## config.mk

```make
export PLATFORM = sky130hd
export DESIGN_NAME = ula_op_sequencer
export DESIGN_NICKNAME = d
export VERILOG_FILES = /design/src/rtl/ula_op_sequencer.sv
export SDC_FILE = /design/constraint.sdc
export NUM_CORES = 1
export LEC_CHECK = 0
export ABC_CLOCK_PERIOD_IN_PS = 4100
export BUFFER_PORTS_ARGS = -buffer_cell sky130_fd_sc_hd__buf_2
export CORE_MARGIN = 2
export CORE_UTILIZATION = 40
export CTS_BUF_LIST = sky130_fd_sc_hd__clkbuf_4 sky130_fd_sc_hd__clkbuf_8
export DETAILED_ROUTE_END_ITERATION = 6
export RECOVER_POWER = 100
export SLEW_MARGIN = 5
export SYNTH_ARGS = -nofsm -noshare
export SYNTH_HDL_FRONTEND = slang
export SYNTH_SLANG_ARGS = --single-unit
```

## constraint.sdc

```tcl
create_clock -name CLK -period 4.1 [get_ports CLK]
set_clock_uncertainty 0.15 [all_clocks]
set_input_delay 0.615 -clock CLK [delete_from_list [all_inputs] [get_ports CLK]]
set_output_delay 0.615 -clock CLK [all_outputs]
set_load 0.02 [all_outputs]
```

## src/rtl/ula_op_sequencer.sv

```systemverilog
// Valid/ready control stage that holds one ALU operation for EXEC_CYCLES settle cycles, then presents the registered result and flags.
// Optional macro ULA_ACC_CHAIN_EN adds a CHAIN input that feeds the previous RESULT back as operand A.
module ula_op_sequencer #(
  parameter int EXEC_CYCLES = 2
) (
  input  logic       CLK,
  input  logic       RST,
  input  logic       IN_VALID,
  output logic       IN_READY,
  input  logic [1:0] OP,
  input  logic [7:0] A,
  input  logic [7:0] B,
  input  logic       CIN,
`ifdef ULA_ACC_CHAIN_EN
  input  logic       CHAIN,
`endif
  output logic       OUT_VALID,
  input  logic       OUT_READY,
  output logic [7:0] RESULT,
  output logic       COUT,
  output logic       ZERO,
  output logic       NEG,
  output logic       OVF,
  output logic       BUSY
);

  localparam int unsigned EXEC_N = (EXEC_CYCLES < 1) ? 1 : EXEC_CYCLES;
  localparam int unsigned CNT_W  = (EXEC_N > 1) ? $clog2(EXEC_N) : 1;

  localparam logic [1:0] OP_ADD = 2'b00;
  localparam logic [1:0] OP_SUB = 2'b01;
  localparam logic [1:0] OP_AND = 2'b10;

  typedef enum logic [1:0] {S_IDLE, S_EXEC, S_DONE} state_t;

  state_t           state;
  logic [CNT_W-1:0] cnt;
  logic [1:0]       op_q;
  logic [7:0]       a_q;
  logic [7:0]       b_q;
  logic             cin_q;
  logic [7:0]       a_src;

  logic [8:0]       wide;
  logic [7:0]       alu_res;
  logic             alu_cout;
  logic             alu_ovf;

  // Reset must block acceptance even before the reset edge lands.
  assign IN_READY = !RST && !BUSY;

`ifdef ULA_ACC_CHAIN_EN
  assign a_src = CHAIN ? RESULT : A;
`else
  assign a_src = A;
`endif

  // Result computed from the latched operands only.
  always_comb begin
    wide     = 9'd0;
    alu_res  = 8'd0;
    alu_cout = 1'b0;
    alu_ovf  = 1'b0;
    case (op_q)
      OP_ADD: begin
        wide     = {1'b0, a_q} + {1'b0, b_q} + 9'(cin_q);
        alu_res  = wide[7:0];
        alu_cout = wide[8];
        alu_ovf  = (a_q[7] == b_q[7]) && (wide[7] != a_q[7]);
      end
      OP_SUB: begin
        // Bit 8 of the 9-bit difference is the unsigned borrow.
        wide     = {1'b0, a_q} - {1'b0, b_q} - 9'(cin_q);
        alu_res  = wide[7:0];
        alu_cout = wide[8];
        alu_ovf  = (a_q[7] != b_q[7]) && (wide[7] != a_q[7]);
      end
      OP_AND:  alu_res = a_q & b_q;
      default: alu_res = a_q | b_q;
    endcase
  end

  always_ff @(posedge CLK) begin
    if (RST) begin
      state     <= S_IDLE;
      cnt       <= '0;
      op_q      <= 2'd0;
      a_q       <= 8'd0;
      b_q       <= 8'd0;
      cin_q     <= 1'b0;
      RESULT    <= 8'd0;
      COUT      <= 1'b0;
      ZERO      <= 1'b0;
      NEG       <= 1'b0;
      OVF       <= 1'b0;
      OUT_VALID <= 1'b0;
      BUSY      <= 1'b0;
    end else begin
      case (state)
        S_IDLE: begin
          if (IN_VALID) begin
            op_q  <= OP;
            a_q   <= a_src;
            b_q   <= B;
            cin_q <= CIN;
            cnt   <= CNT_W'(EXEC_N - 1);
            BUSY  <= 1'b1;
            state <= S_EXEC;
          end
        end
        S_EXEC: begin
          if (cnt == '0) begin
            RESULT    <= alu_res;
            COUT      <= alu_cout;
            ZERO      <= (alu_res == 8'd0);
            NEG       <= alu_res[7];
            OVF       <= alu_ovf;
            OUT_VALID <= 1'b1;
            state     <= S_DONE;
          end else begin
            cnt <= cnt - CNT_W'(1);
          end
        end
        S_DONE: begin
          if (OUT_READY) begin
            OUT_VALID <= 1'b0;
            BUSY      <= 1'b0;
            state     <= S_IDLE;
          end
        end
        default: state <= S_IDLE;
      endcase
    end
  end

endmodule
```

==> results of run 1 <==
## state kept, by name, summed over array words and instances, names as in the netlist
name,flops
cnt,1
OUT_VALID,1
OVF,1
a_q,8
b_q,8
RESULT,8
BUSY,1
state,2
op_q,2
cin_q,1
COUT,1
ZERO,1
## logic make-up after synthesis
kind of cell | Yosys count | share of synthesized area [%]
xor gates and xnor gates | 7 | 2.345
buffers and inverters | 50 | 8.182
muxes | 11 | 5.263
DFF | 35 | 26.79
adders and majority gates | 34 | 17.42
AOI/OAI and AO/OA | 79 | 18.76
and+or+nand+nor | 116 | 21.24
## final cells by class
type	count	area [sq um]	share of cell area, %
clock buffer	6	76.32	2.610
clock inverter	2	60.06	2.054
inverter	32	120.1	4.108
multi-input combinational	247	1698	58.07
sequential	35	700.7	23.96
tap	77	96.34	3.295
timing repair buffer	38	172.7	5.905
## critical path, cell delays in order, from the launching register on
cell and delay, ns:
dfxtp_1 0.40, inv_1 0.10, fa_1 0.44, fa_1 0.43, mux2i_1 0.19, xnor2_1 0.14, mux2i_1 0.09, or4b_1 0.50
or4b_1 0.53, o31ai_2 0.19
## report_power, final
part	switching [W]	internal [W]	leakage, nW	total (W)
clock network	0.000142	0.000250	0.0688	0.000392
logic	0.000183	0.000126	0.834	0.000310
registers	0.0000260	0.000363	0.287	0.000389
total	0.000351	0.000740	1.19	0.00109
## how the worst min path moves through the flow
stage	from	to
floorplan	b_q[1]$_SDFFE_PP0P_	b_q[1]$_SDFFE_PP0P_
global placement	RESULT[2]$_SDFFE_PP0P_	RESULT[2]$_SDFFE_PP0P_
detailed placement	RESULT[4]$_SDFFE_PP0P_	RESULT[4]$_SDFFE_PP0P_
CTS	RESULT[4]$_SDFFE_PP0P_	RESULT[4]$_SDFFE_PP0P_
global route	RESULT[4]$_SDFFE_PP0P_	RESULT[4]$_SDFFE_PP0P_
finish	RESULT[4]$_SDFFE_PP0P_	RESULT[4]$_SDFFE_PP0P_
## cells in the mapped netlist (all sizes together) (2+ instances only)
library cell	n	area, sq um
a211oi	5	37.54
clkbuf	8	30.03
ha	30	375.4
fa	4	80.08
xnor2	4	35.03
mux2i	7	70.07
nor4b	2	17.52
nand4	2	12.51
nor4	2	12.51
mux4	2	45.04
nand3	2	10.01
or2	2	12.51
o21ai	12	60.05
nor3	5	36.29
dfxtp	35	700.7
o211ai	6	50.05
nor2b	2	12.51
buf	10	63.80
nand2	61	229.0
o21a	4	30.03
inv	32	120.1
xor2	3	26.28
a21oi	39	195.2
or4b	2	20.02
nor2	18	70.07
and3	3	18.77
nor3b	2	15.01
nand2b	3	18.77
or4	2	15.01
mux2	2	22.52
or3	5	31.28
## layer usage
layer  track usage (%)  up-vias
li1                  -     1186
met1             22.17     1063
met2             28.78       34
met3             3.405       10
met4             5.628        0
met5                 0        -
## cell usage in the layout (no fill, tap or decap), types with 2 or more instances in the layout
cell type,synthesis,routed
or4b_1,2,2
o211ai_1,5,5
ha_1,30,30
dfxtp_1,35,35
xnor2_1,4,4
bufinv_16,0,2
mux2i_1,7,7
xor2_1,3,3
nor4_1,2,2
and3_1,3,3
nor2_1,17,18
a21oi_1,39,39
clkbuf_8,0,5
o21a_1,4,4
mux2_2,2,2
nor2b_1,2,2
nor3b_1,2,2
nand3_1,2,2
nor4b_1,2,2
or2_2,2,2
buf_2,3,21
or3_1,5,5
nand2_1,61,61
mux4_2,2,2
or4_1,2,2
nand4_1,2,2
clkbuf_1,8,16
nor3_1,4,4
inv_1,32,32
a211oi_1,5,5
o21ai_0,11,11
nand2b_1,3,3
fa_1,4,4
## per-stage QoR
| step | std cells | area, sq um | setup slack, ns | total power, W | hold slack [ns] |
|---|---|---|---|---|---|
| after global routing | 437 | 2924 | 0.6781 | 0.001158 | 0.3330 |
| after detailed placement | 429 | 2810 | 0.8782 | 0.0007103 | 0.2984 |
| after CTS | 437 | 2947 | 0.8495 | 0.001102 | 0.3095 |
| after floorplan | 332 | 2615 | 1.109 | 0.0006369 | 0.3030 |
| final | 437 | 2924 | 0.8729 | 0.001091 | 0.3115 |
| after global placement | 429 | 2810 | 1.011 | 0.0007053 | 0.2930 |
==> out/qor.yml, run 1 <==
floorplanning:
  rows: 29
  die_area_sq_um: 7200
  fp.coreArea_sq_um: 6350
  die_x_um: 84.86
  start_util_pct: 41.18
  die_h_um: 84.86
  pin_count: 38
power:
  leakage_nw: 1.189
  worst_ir_drop_vdd_v: 0.0001799
  powerDensity_nw_per_um2: 373.1
synthesis:
  async_flop_share_pct: 0
  synth_fp_nets: 389
  syn_avg_cell_area_sq_um: 7.877
  yosysWarnings: 0
  synth_area_sq_um: 2615
  ys_seq_area_share_pct: 26.79
  synth_ff_type: "dfxtp_1"
  synth_edf_count: 0
  ys_ff_latch: 35
  syn_inst: 332
  ys_types: 55
sta:
  setup_viol: 0
  rsz0062_at_grt: "false"
  slew_headroom_pct: -10.09
  hold_viol_final: 0
  worst_pin_slew_ns: 1.651
  timing.final.crit_share_pct: 78.71
  tns_ns: 0
  drv_slew: 38
  fmax_mhz: 309.9
  period_needed_ns: 3.227
clock_network:
  clk_pin_slew_ns: 0.08
  clock_latency_ns: 0.30
  cts_buffer_depth: 2
  cts-root-buf: "clkbuf_8"
  htree_levels: 2
  cts_setup_buffers: 0
  cts.hold.buffers_added: 0
  numClockSinks: 35
  cts_resized: 0
  cts_tree: "yes"
  numCtsBuffers: 5
grt:
  track_usage_pct: 17.14
  grt_pass1_wl_um: 10030
  grt_antenna_before_repair: 0
  overflow: 0
  grt_max_degree: 38
  first_global_vias: 2152
layout:
  nFillCells: 666
  area_growth_syn_to_layout_pct: 11.82
  fin_nets: 416
  final_util_pct: 46.05
  antenna_cells: 0
  final_layout_size_suffix_gt1_share_pct: 10.83
hold_path:
  hp-class: "reg -> reg"
  hold_depth: 2
drt:
  highest_layer: "met4"
  drtPass1Iterations: 4
  via_count: 2293
  ant_nets: 0
  wl_um: 5869
  drt_iter0_drc: 143
  drcViolationCount: 0
  wl_met3_um: 181
  wl_met1_um: 2819
  vias_per_cell: 5.247
  wl_met2_um: 2756
  routedWlPerCell_um: 13.43
status:
  violations: "max-capacitance violations, max-slew violations"
  outcome: "complete, but fails checks"
critical_path:
  arrival_ns: 3.29
  cp.required_ns: 4.17
  r2r_end: "ZERO$_SDFFE_PP0P_"
  reg2reg_from: "b_q[0]$_SDFFE_PP0P_"
  worstSetupPathType: "reg -> reg"
  crit_path_end_kind: "flip-flop"
  crit_start: "b_q[0]$_SDFFE_PP0P_"
  r2r_cells: 9
  worst-path-max-fanout: 4
  critPathCapture: "ZERO$_SDFFE_PP0P_"
  start_kind: "flip-flop"
  reg2reg_slack_ns: 0.87
placed_design:
  place_congestion: 0.8100
  place_hpwl_um: 4348
  numPortBuffers: 37
job:
  maxCapViolCount: 1
No activity file was read; power rests on OpenSTA's default activity.
==> run 2: changes to the inputs <==
Settings changed: ABC_CLOCK_PERIOD_IN_PS 4100 to 2650.
Clock period 4.1 ns to 2.65 ns, I/O delays scaled along.
==> out/qor.yml, run 2 (same netlist as run 1, synthesis figures left out) <==
status:
  outcome: "complete, but fails checks"
  violations: "negative setup slack"
placed_design:
  place_congestion: 0.8872  # +9.5%
  place_hpwl_um: 4866  # +12%
  dpl.cell_count: 475  # +11%
  dp_slack_ns: -0.3271  # -1.205 ns
  numPortBuffers: 37  # unchanged
sta:
  fmax_mhz: 337.2  # +8.8%
  rsz0062_at_grt: "true"
  worst_pin_slew_ns: 0.7375  # -0.9138 ns
  setup_viol: 6  # +6
  drv_slew: 0  # -100%
  setup_ws_ns: -0.3156  # -1.188 ns
  timing.final.crit_share_pct: 111.9  # +33 points
  slew_headroom_pct: 50.83  # +61 points
  hold_viol_final: 0  # unchanged
  period_needed_ns: 2.966  # -0.2616 ns
layout:
  final_common_cell: "nand2_1"
  reg_top3: "RESULT (8), a_q (8), b_q (8)"
  area_growth_syn_to_layout_pct: 28.47
  fin_nets: 469  # +13%
  instances_no_fill: 490  # +12%
  final_layout_size_suffix_gt1_share_pct: 26.15  # +15 points
  final_cell_mix: "nand2_1, buf_4, a21oi_1"
  antenna_cells: 0  # unchanged
drt:
  wl_um: 6472  # +10%
  drt_iter0_drc: 132  # -7.7%
  via_count: 2534  # +11%
  routedWlPerCell_um: 13.21  # -1.7%
  drtPass1Iterations: 4  # unchanged
  ant_nets: 0  # unchanged
  vias_per_cell: 5.171  # -1.4%
  drcViolationCount: 0  # unchanged
grt:
  grt_max_degree: 37  # -2.6%
  overflow: 0  # unchanged
  track_usage_pct: 18.31  # +1.2 points
  grt_pass1_wl_um: 10700  # +6.7%
  first_global_vias: 2301  # +6.9%
  grt_antenna_before_repair: 0  # unchanged
clock_network:
  numCtsBuffers: 5  # unchanged
  cts-root-buf: "clkbuf_8"
  cts_buffer_depth: 2  # unchanged
  clock_latency_ns: 0.29  # about the same
  clk_pin_slew_ns: 0.08  # about the same
  cts.hold.buffers_added: 0  # unchanged
  numClockSinks: 35  # unchanged
  htree_levels: 2  # unchanged
  cts_tree: "yes"
job:
  maxCapViolCount: 0  # -1
critical_path:
  cp.required_ns: 2.71  # -1.46 ns
  worst-path-max-fanout: 3  # -1
  arrival_ns: 3.03  # -0.26 ns
  crit_path_end_kind: "flip-flop"
  start_kind: "flip-flop"
  r2r_cells: 9  # unchanged
  worstSetupPathType: "reg -> reg"
power:
  leakage_nw: 1.446  # +22%
  powerDensity_nw_per_um2: 513.1  # +38%
  worst_ir_drop_vdd_v: 0.0002640  # +47%
floorplanning:
  pin_count: 38  # unchanged
  rows: 29  # unchanged
  die_area_sq_um: 7200  # unchanged
  fp.coreArea_sq_um: 6350  # unchanged
  start_util_pct: 41.18  # unchanged
  die_h_um: 84.86  # unchanged
  die_x_um: 84.86  # unchanged
hold_path:
  hold_depth: 3  # +1
  hp-class: "in -> reg"
-- run 2: cell count changes in the layout (fill, tap and decap cells not counted), sizes merged --
cell	delta
buf	+52
bufinv	-2
clkinvlp	+1
clkbuf	+2
-- run 2: metal layers --
metal  wire (um)  global-route usage (%)
met3         203                   2.626
met2        3097                   29.85
met4          99                   5.772
met5           0                       0
met1        3071                   25.12
-- run 2: final cells by class --
type                    instances  area [sq um]
fillers                       641          2990
repair buffers                 91         566.8
multi-input cells             247          1768
well taps                      77         96.34
flip-flops and latches         35         704.4
clock buffers                   7         96.34
clock inverters                 1         7.507
inverters                      32         120.1
-- run 2: metrics by stage --
step	util, %	area, sq um	TNS (ns)	total power [W]	hold WS, ns
5_1_grt	52.91	3359	-1.316	0.001833	0.1729
6_report	52.91	3359	-0.6966	0.001724	0.1815
3_3_place_gp	49.81	3163	-0.6233	0.001203	0.2935
4_1_cts	52.12	3309	-0.4596	0.001695	0.1748
2_1_floorplan	-	2623	-0.1990	0.0009876	0.3030
3_5_place_dp	49.81	3163	-0.9552	0.001210	0.2944
-- run 2: what timing repair did --
action                     in CTS  in global routing
pin swaps                       5                 10
setup buffers                   2                  5
setup endpoints to repair       4                  5
gates cloned                    0                  0
gates resized for setup        10                  8
-- run 2: path summary, 6_finish.rpt --
| path | start | end | slack [ns] |
|---|---|---|---|
| setup reg to reg | b_q[0]$_SDFFE_PP0P_ | ZERO$_SDFFE_PP0P_ | -0.32 |
| hold reg to reg | RESULT[2]$_SDFFE_PP0P_ | RESULT[2]$_SDFFE_PP0P_ | 0.31 |
| hold / removal | A[0] | a_q[0]$_SDFFE_PP0P_ | 0.18 |
| setup / recovery | b_q[0]$_SDFFE_PP0P_ | ZERO$_SDFFE_PP0P_ | -0.32 |
-- run 2: power breakdown --
| group | internal, W | switching [W] |
|---|---|---|
| clock network | 0.000237 | 0.000214 |
| logic | 0.000332 | 0.000349 |
| registers | 0.000562 | 0.0000302 |
| total | 0.00113 | 0.000592 |
-- run 2: worst max-delay path, cell delays in order (launching register included) --
cell and delay [ns]:
dfxtp_2 0.36, inv_2 0.05, fa_2 0.38, fa_2 0.37, o21a_1 0.22, nor2_2 0.10
xnor2_1 0.06, mux4_2 0.47, or4b_4 0.55, o31ai_2 0.18
